`src/rtl/tdm_demux_pkg.sv`:
```
// Shared types and constants for the TDM demultiplexer.
package tdm_demux_pkg;

    // Receiver states: searching for frame sync, or collecting a frame.
    typedef enum logic {
        HUNT = 1'b0,
        RECV = 1'b1
    } state_t;

    // Channels (slots) per frame and the width of a slot index.
    localparam int N_CH   = 4;
    localparam int SLOT_W = 2;

endpackage

```
`src/rtl/tdm_slot_shift.sv`:
```
// W-bit LSB-first shift register for one staging slot.
// New bits enter at the MSB, so after W shifts the first bit sits at bit 0.
// A clear together with a shift leaves only the incoming bit, which lets a
// frame restart load its first bit in the same cycle as the discard.
module tdm_slot_shift
    import tdm_demux_pkg::*;
#(
    parameter int W = 4
) (
    input  logic         clk,
    input  logic         rst,
    input  logic         clr,
    input  logic         en,
    input  logic         din,
    output logic [W-1:0] q
);

    // Shift register with clear; clear wins over history, not over the new bit.
    always_ff @(posedge clk or posedge rst) begin
        if (rst) begin
            q <= '0;
        end else if (clr) begin
            q <= en ? {din, {(W-1){1'b0}}} : '0;
        end else if (en) begin
            q <= {din, q[W-1:1]};
        end
    end

endmodule

```
`src/rtl/tdm_demux.sv`:
```
// Serial TDM demultiplexer: four W-bit slots per frame, LSB first, frame sync
// fs coincident with slot 0 bit 0. Completed frames are published on y0..y3
// with a one-cycle vld pulse; framing/parity problems give a one-cycle err
// pulse. vld and err are registered and appear in the cycle after the bit
// that caused them.
// Optional feature: define TDM_DEMUX_PARITY_EN to append one even-parity bit
// after slot 3 (covering all 4W data bits); bad parity rejects the frame.
module tdm_demux
    import tdm_demux_pkg::*;
#(
    parameter int W = 4
) (
    input  logic              clk,
    input  logic              rst,
    input  logic              d,
    input  logic              fs,
    output logic [W-1:0]      y0,
    output logic [W-1:0]      y1,
    output logic [W-1:0]      y2,
    output logic [W-1:0]      y3,
    output logic              vld,
    output logic              err,
    output logic [SLOT_W-1:0] s
);

    localparam int                  BIT_W     = $clog2(W);
    localparam logic [BIT_W-1:0]    BIT_LAST  = BIT_W'(W - 1);
    localparam logic [SLOT_W-1:0]   SLOT_LAST = SLOT_W'(N_CH - 1);

    state_t              state_reg, state_next;
    logic [BIT_W-1:0]    bit_reg, bit_next;
    logic [SLOT_W-1:0]   slot_reg, slot_next;
`ifdef TDM_DEMUX_PARITY_EN
    logic                par_reg, par_next;
    logic                par_bad;
`endif

    logic                boundary;
    logic                restart;
    logic                take;
    logic [SLOT_W-1:0]   take_slot;
    logic                stage_clr;
    logic                accept;
    logic                frame_err;

    logic [N_CH-1:0]     stage_en;
    logic [W-1:0]        stage_q  [N_CH];
    logic [W-1:0]        load_val [N_CH];
    logic [W-1:0]        y_reg    [N_CH];
    logic                vld_reg;
    logic                err_reg;

    // Staging slots; load_val is what each slot holds once this cycle's bit
    // lands, so the final data bit can be published without an extra cycle.
    generate
        for (genvar gi = 0; gi < N_CH; gi++) begin : g_slot
            assign stage_en[gi] = take && (take_slot == SLOT_W'(gi));

            tdm_slot_shift #(.W(W)) u_shift (
                .clk (clk),
                .rst (rst),
                .clr (stage_clr),
                .en  (stage_en[gi]),
                .din (d),
                .q   (stage_q[gi])
            );

            assign load_val[gi] = stage_en[gi] ? {d, stage_q[gi][W-1:1]} : stage_q[gi];
        end
    endgenerate

    // The position right after a completed frame; slot 3 during the parity
    // bit keeps this from matching anywhere else.
    assign boundary = (bit_reg == '0) && (slot_reg == '0);

`ifdef TDM_DEMUX_PARITY_EN
    // Even parity: data bits XOR parity bit must be zero.
    always_comb begin
        par_bad = d;
        for (int i = 0; i < N_CH; i++) begin
            par_bad = par_bad ^ (^stage_q[i]);
        end
    end
`endif

    // Next-state, counter and control decode.
    always_comb begin
        state_next = state_reg;
        bit_next   = bit_reg;
        slot_next  = slot_reg;
`ifdef TDM_DEMUX_PARITY_EN
        par_next   = par_reg;
`endif
        restart    = 1'b0;
        take       = 1'b0;
        take_slot  = slot_reg;
        stage_clr  = 1'b0;
        accept     = 1'b0;
        frame_err  = 1'b0;

        unique case (state_reg)
            HUNT: begin
                if (fs) begin
                    restart = 1'b1;
                end
            end
            RECV: begin
                if (boundary) begin
                    if (fs) begin
                        restart = 1'b1;
                    end else begin
                        frame_err  = 1'b1;
                        state_next = HUNT;
                        bit_next   = '0;
                        slot_next  = '0;
                    end
                end else if (fs) begin
                    // Sync in the middle of a frame: drop it and resync here.
                    frame_err = 1'b1;
                    restart   = 1'b1;
                end
`ifdef TDM_DEMUX_PARITY_EN
                else if (par_reg) begin
                    par_next  = 1'b0;
                    bit_next  = '0;
                    slot_next = '0;
                    if (par_bad) begin
                        frame_err = 1'b1;
                    end else begin
                        accept = 1'b1;
                    end
                end
`endif
                else begin
                    take = 1'b1;
                    if (bit_reg == BIT_LAST) begin
                        bit_next = '0;
                        if (slot_reg == SLOT_LAST) begin
`ifdef TDM_DEMUX_PARITY_EN
                            // Slot index stays at 3 while the parity bit arrives.
                            par_next = 1'b1;
`else
                            slot_next = '0;
                            accept    = 1'b1;
`endif
                        end else begin
                            slot_next = slot_reg + SLOT_W'(1);
                        end
                    end else begin
                        bit_next = bit_reg + BIT_W'(1);
                    end
                end
            end
            default: begin
                state_next = HUNT;
            end
        endcase

        // Current d becomes slot 0 bit 0 of a fresh frame.
        if (restart) begin
            state_next = RECV;
            take       = 1'b1;
            take_slot  = '0;
            stage_clr  = 1'b1;
            bit_next   = BIT_W'(1);
            slot_next  = '0;
`ifdef TDM_DEMUX_PARITY_EN
            par_next   = 1'b0;
`endif
        end
    end

    // State and counter registers.
    always_ff @(posedge clk or posedge rst) begin
        if (rst) begin
            state_reg <= HUNT;
            bit_reg   <= '0;
            slot_reg  <= '0;
`ifdef TDM_DEMUX_PARITY_EN
            par_reg   <= 1'b0;
`endif
        end else begin
            state_reg <= state_next;
            bit_reg   <= bit_next;
            slot_reg  <= slot_next;
`ifdef TDM_DEMUX_PARITY_EN
            par_reg   <= par_next;
`endif
        end
    end

    // Output registers: publish a whole frame at once; err beats vld.
    always_ff @(posedge clk or posedge rst) begin
        if (rst) begin
            for (int i = 0; i < N_CH; i++) begin
                y_reg[i] <= '0;
            end
            vld_reg <= 1'b0;
            err_reg <= 1'b0;
        end else begin
            if (accept && !frame_err) begin
                for (int i = 0; i < N_CH; i++) begin
                    y_reg[i] <= load_val[i];
                end
            end
            vld_reg <= accept && !frame_err;
            err_reg <= frame_err;
        end
    end

    assign y0  = y_reg[0];
    assign y1  = y_reg[1];
    assign y2  = y_reg[2];
    assign y3  = y_reg[3];
    assign vld = vld_reg;
    assign err = err_reg;
    assign s   = (state_reg == RECV) ? slot_reg : '0;

endmodule

```
`config.mk`:
```
export PLATFORM = sky130hd
export DESIGN_NAME = tdm_demux
export DESIGN_NICKNAME = d
export VERILOG_FILES = /design/src/rtl/tdm_demux_pkg.sv /design/src/rtl/tdm_slot_shift.sv /design/src/rtl/tdm_demux.sv
export SDC_FILE = /design/constraint.sdc
export NUM_CORES = 1
export LEC_CHECK = 0
export ABC_AREA = 1
export BUFFER_PORTS_ARGS = -buffer_cell sky130_fd_sc_hd__buf_4
export CAP_MARGIN = 20
export CORE_ASPECT_RATIO = 0.8
export CORE_MARGIN = 8
export CORE_UTILIZATION = 50
export CTS_CLUSTER_DIAMETER = 30
export DETAILED_ROUTE_END_ITERATION = 8
export PLACE_DENSITY = 0.74
export SYNTH_ARGS = -nofsm -noshare
export SYNTH_HDL_FRONTEND = slang
export SYNTH_SLANG_ARGS = --single-unit
```
`constraint.sdc`:
```
create_clock -name clk -period 1.9 [get_ports clk]
set_clock_uncertainty 0.15 [all_clocks]
set_input_delay 0.475 -clock clk [delete_from_list [all_inputs] [get_ports clk]]
set_output_delay 0.475 -clock clk [all_outputs]
set_load 0.005 [all_outputs]
```
==> flow_summary_export.csv, run 1 <==
group,metric,value,unit
drt,vias_per_cell,4.88,
timing,max_freq,567,MHz
synthesis,synth.avg_cell_area,8.40,sq um
synthesis,synth_ff_type,"dfrtp_1",
global_route,grt_usage,14.2,%
timing,report.final.hold_viol_count,0,
synthesis,syn-num-nets,234,
floorplanning,rows,20,
synthesis,synthTopCellsByArea,"dfrtp_1, nand2_1, nand3_1, inv_1, nor2_1",
setup_path,arrival,1800,ps
synthesis,synth_top_area_share,51.7,%
drt,drt-initial-drc-count,90,
clock_network,cts_buffers,5,
setup_path,crit_family,"simple AND/OR/NAND/NOR gates",
clock_network,cts_buffer_depth,2,
setup_path,reg2reg_to,"y0[0]",
setup_path,reg2reg_slack,140,ps
drt,drt-total-wl,3.72,mm
synthesis,synth-async-reset-ratio,100,%
setup_path,r2r_start,"bit_reg[0]",
pwr,total_power,2.31,mW
clock_network,post-cts-setup-buffer-count,0,
placed_design,gp_congestion,0.837,
synthesis,syn_inst,225,
clock_network,clock-sinks,39,
global_route,antenna_found_initial,0,
floorplanning,die_h,71.0,microns
clock_network,ctsHtreeMaxLevel,2,
floorplanning,die-width,84.7,microns
clock_network,cts_tree,"done",
cells_and_area,synthToLayoutAreaGrowth,18.1,%
setup_path,crit_top_cell,"nand2_2",
timing,fin_crit,1760,ps
setup_path,crit_fanout,8,
clock_network,clk_pin_slew,80,ps
synthesis,synthMuxAreaShare,0,%
setup_path,cp.buffers_inverters,2,
cells_and_area,fin_cells,301,
drt,ant_nets,0,
synthesis,synth_edf_count,0,
min_path,hp-class,"primary input to asynchronous set/reset pin",
job,cap_violations,0,
synthesis,ys_seq_area_share,51.7,%
synthesis,ys_seq_elements,39,
clock_network,cts-root-buf,"clkbuf_8",
floorplanning,core_area,3700,sq um
synthesis,yosys.area_share.adder,3.31,%
floorplanning,die_area,6010,sq um
synthesis,ys_types,25,
setup_path,worst-path-stages,10,
drt,vias,1470,
setup_path,critPathSlowestCell,"dfrtp_1",
timing,fin_crit_sh,92.8,%
cells_and_area,regArea,976,sq um
synthesis,yosysWarningCount,0,
drt,wl_per_cell,12.3,microns
synthesis,yosys-top-cells-count,"nand2_1, dfrtp_1, nand3_1",
pwr,powerDensity,1030,nW/um^2
cells_and_area,nets,265,
global_route,first_global_vias,1503,
cells_and_area,multiInputGateArea,771,sq um
setup_path,critPathKind,"flip-flop to flip-flop",
synthesis,synth_simple_gate_area_share,34.2,%
placed_design,port_buffers,23,
cells_and_area,n_antenna_cell,0,
setup_path,r2r_cells,10,
drt,drc,0,
setup_path,crit_chain,"inv_1 -> ha_1 -> nand2_2 -> ha_4 -> nand2_2 -> inv_4 -> nand2_2 -> nand3b_1 -> nand3_1 -> nand2_1",
setup_path,crit_required,1940,ps
global_route,grt_max_degree,40,
placed_design,dpl.hpwl,2.61,mm
timing,rsz0062_at_grt,"false",
synthesis,synthXorXnorAreaFrac,0,%
synthesis,synth_most_common_cell,"nand2_1",
global_route,grt_overflow,0,
floorplanning,io_pins,24,
cells_and_area,drive_above_1_share,21.0,%
timing,maxSlewHeadroom,68.1,%
global_route,grt_pass1_wl,6.73,mm
setup_path,endpoint_kind,"flip-flop",
setup_path,start_kind,"flip-flop",
pwr,power.leakage,1.24,nW
synthesis,synth_top_family_by_area,"simple AND/OR/NAND/NOR gates",
synthesis,synth_compound_gate_area_share,2.19,%
setup_path,cpPeakStageDelay,400,ps
placed_design,place_inst,293,
floorplanning,start_util,51.0,%
synthesis,synth_top_area_cell,"dfrtp_1",
pwr,peakVddDrop,0.615,mV
drt,firstDrtPassIters,4,
timing,setup_viol,0,
timing,finalMaxSlewViolations,0,
cells_and_area,largest-register,"g_slot.u_shift.q",
timing,worstMarginPinSlew,478,ps
cells_and_area,n_fill_cell,340,
outcome,status,"completed",
clock_network,ctsHoldBuffers,0,
synthesis,syn-cell-area,1890,sq um
timing,fin_tns_setup,0,ps
cells_and_area,largest_reg_flops,16,
clock_network,clkLatencyLatePin,290,ps
timing,whs,136,ps
==> area by class of cell <==
type	count	share of cell area [%]
well taps	44	2.47
inverters	28	5.04
clock inverters	1	0.224
multi-input cells	151	34.5
clock buffers	7	3.42
repair buffers	31	10.6
flip-flops and latches	39	43.7
==> how the worst max path moves through the flow <==
stage / from / to / slack, ps
after floorplan: slot_reg[1] / y0[1] / 8
after detailed placement: bit_reg[0] / y0[0] / 90
final: bit_reg[0] / y0[0] / 140
after CTS: bit_reg[0] / y0[0] / 80
after global placement: fs / y1[1] / 120
after global routing: bit_reg[0] / y3[2] / 2
==> kinds of logic (layout without fill, tap and decap cells) <==
family                   after synthesis  in the layout
AO/OA/AOI/OAI                          7              7
adder cells (fa/ha/maj)                5              5
buffers and inverters                 35             67
flip-flops                            39             39
AND/OR/NAND/NOR                      139            139
==> per-stage QoR <==
stage	util, %	setup slack, ps	cell area [sq um]
floorplan	-	7.90	1910
global placement	57.8	121	2140
detailed placement	57.8	90.8	2140
CTS	60.0	81.4	2220
global route	60.3	1.72	2230
finish	60.3	137	2230
==> metal layers <==
metal	GRT usage (%)	part of all wire, %	vias up
met4	4.72	1.8	0
met1	17.6	50	672
li1	-	-	760
met3	6.02	5.5	7
met5	0	0	-
met2	21.8	42	31
==> report_power, final <==
group | internal, mW | switching (mW) | leakage [nW]
clock | 0.258 | 0.282 | 0.0422
sequential | 0.947 | 0.0744 | 0.526
combinational | 0.299 | 0.446 | 0.675
total | 1.50 | 0.802 | 1.24
==> worst min-delay path, delay by kind of cell <==
family | cells | cell delay, ps
buf+inv | 3 | 550
==> placed cells by master, fill, tap and decap left out, types with 2 or more instances in the layout <==
master    count
buf_4        30
clkbuf_8      5
nand2_4       2
nand3_2       4
clkbuf_1      2
inv_1        25
nand2_2       3
a21oi_1       4
nand2_1      75
nor2_1       18
nand3_1      31
dfrtp_1      39
inv_4         3
ha_1          4
==> timing repair <==
item                       4_1_cts  5_1_grt
hold endpoints to repair         0        0
setup endpoints to repair        0       14
resized for setup                0        3
Note: power is estimated with default switching activity, not from simulation.
==> run 2: changes to the inputs <==
- PLACE_DENSITY: 0.74 -> 0.73
==> flow_summary_export.csv, run 2 (synthesis gave the netlist of run 1 again) <==
group,metric,value,unit
timing,fin_crit_sh,95.6,%
setup_path,r2r_cells,10,
setup_path,arrival,1900,ps
pwr,p_comb_share,31.2,%
timing,max_freq,551,MHz
global_route,grt_max_degree,40,
cells_and_area,largest_reg_flops,16,
placed_design,port_buffers,23,
setup_path,reg2reg_to,"y1[1]",
setup_path,reg2reg_slack,80,ps
outcome,status,"completed",
cells_and_area,stdcell_area,2320,sq um
min_path,hp-class,"primary input to asynchronous set/reset pin",
drt,ant_nets,0,
timing,worstMarginPinSlew,504,ps
setup_path,r2r_start,"bit_reg[0]",
global_route,grt_overflow,0,
timing,fin_crit,1820,ps
floorplanning,start_util,51.0,%
placed_design,dpl.hpwl,2.63,mm
floorplanning,die_h,71.0,microns
cells_and_area,final_common_cell,"nand2_1",
drt,wl_per_cell,12.3,microns
clock_network,cts_buffers,5,
drt,vias_per_cell,4.90,
pwr,powerDensity,1090,nW/um^2
clock_network,ctsHoldBuffers,0,
setup_path,endpoint_kind,"flip-flop",
cells_and_area,final_core_util,62.7,%
drt,drc,0,
global_route,antenna_found_initial,0,
global_route,grt_pass1_wl,6.82,mm
setup_path,crit_fanout,6,
pwr,clkPwrFrac,28.3,%
pwr,power.leakage,1.29,nW
cells_and_area,drive_above_1_share,23.7,%
clock_network,cts-root-buf,"clkbuf_8",
cells_and_area,synthToLayoutAreaGrowth,22.8,%
pwr,p_int,1.70,mW
floorplanning,die_area,6010,sq um
global_route,grt_usage,13.9,%
pwr,seqPwrFrac,40.5,%
placed_design,gp_congestion,0.810,
floorplanning,die-width,84.7,microns
clock_network,clkLatencyLatePin,290,ps
pwr,switching_share,32.5,%
cells_and_area,nets,270,
timing,setup_viol,0,
setup_path,critPathKind,"flip-flop to flip-flop",
cells_and_area,largest-register,"g_slot.u_shift.q",
timing,report.final.hold_viol_count,0,
clock_network,cts_buffer_depth,2,
drt,drt-total-wl,3.77,mm
timing,maxSlewHeadroom,66.4,%
clock_network,clock-sinks,39,
floorplanning,rows,20,
drt,vias,1498,
cells_and_area,layout_common_cells,"nand2_1, dfrtp_1, buf_4, nand3_1, inv_1",
floorplanning,io_pins,24,
cells_and_area,n_antenna_cell,0,
job,cap_violations,0,
global_route,first_global_vias,1551,
setup_path,start_kind,"flip-flop",
clock_network,ctsHtreeMaxLevel,2,
timing,whs,148,ps
pwr,peakVddDrop,0.677,mV
drt,firstDrtPassIters,4,
pwr,power.switching,818,uW
timing,finalMaxSlewViolations,0,
clock_network,cts_tree,"done",
floorplanning,core_area,3700,sq um
clock_network,clk_pin_slew,70,ps
setup_path,crit_required,1980,ps
placed_design,place_area,2160,sq um
drt,drt-initial-drc-count,101,
## run 2: worst max-delay path, stage by stage (launching register included)
cell     delay, ps
dfrtp_1        380
inv_1           90
ha_1           170
nand2_2         80
ha_4           230
nand2_4         60
nand3_4         90
nor2_8         210
buf_6          130
nand3_1         90
nand2_1         70
## run 2: layout make-up
| class | instances | area, sq um |
|---|---|---|
| sequential | 39 | 976 |
| tap | 44 | 55.1 |
| inverter | 28 | 118 |
| clock buffer | 6 | 82.6 |
| clock inverter | 2 | 35.0 |
| timing repair buffer | 36 | 287 |
| multi-input combinational | 151 | 768 |
| fill | 336 | 1380 |
## run 2: worst max path at each step
stage	startpoint	endpoint	slack [ps]	cells after the start
2_1_floorplan	slot_reg[1]	y0[1]	8	12
3_3_place_gp	fs	y0[2]	50	10
3_5_place_dp	fs	y1[0]	60	9
4_1_cts	bit_reg[0]	y0[1]	60	10
5_1_grt	slot_reg[1]	y0[3]	-10	10
6_report	bit_reg[0]	y1[1]	80	10
## run 2: metrics by stage
step	cells	total power [mW]	TNS (ps)	setup slack, ps
2_1_floorplan	225	1.56	0	7.90
3_3_place_gp	294	1.78	0	54.6
3_5_place_dp	294	1.79	0	64.7
4_1_cts	302	2.51	0	56.9
5_1_grt	306	2.70	-19.1	-10.3
6_report	306	2.52	0	83.5
## run 2: repair_timing
action                                  CTS  global route
hold endpoints to repair                  0             0
gates resized for setup                   0             5
endpoints found under the setup margin    0            19
setup buffers                             0             4
## run 2: routing by layer
| layer | part of all wire [%] | track usage (%) | vias up |
|---|---|---|---|
| met4 | 1.0 | 5.31 | 0 |
| met1 | 50 | 17.5 | 701 |
| met5 | 0 | 0 | - |
| met3 | 5.6 | 4.86 | 5 |
| li1 | - | - | 762 |
| met2 | 43 | 21.4 | 30 |
## run 2: power groups by stage
stage | sequential, mW | combinational [mW] | clock, mW
final | 1.02 | 0.785 | 0.714
after global routing | 1.04 | 0.890 | 0.767
after CTS | 1.02 | 0.759 | 0.730
after detailed placement | 1.04 | 0.752 | 0
after global placement | 1.04 | 0.744 | 0
after floorplan | 1.02 | 0.542 | 0
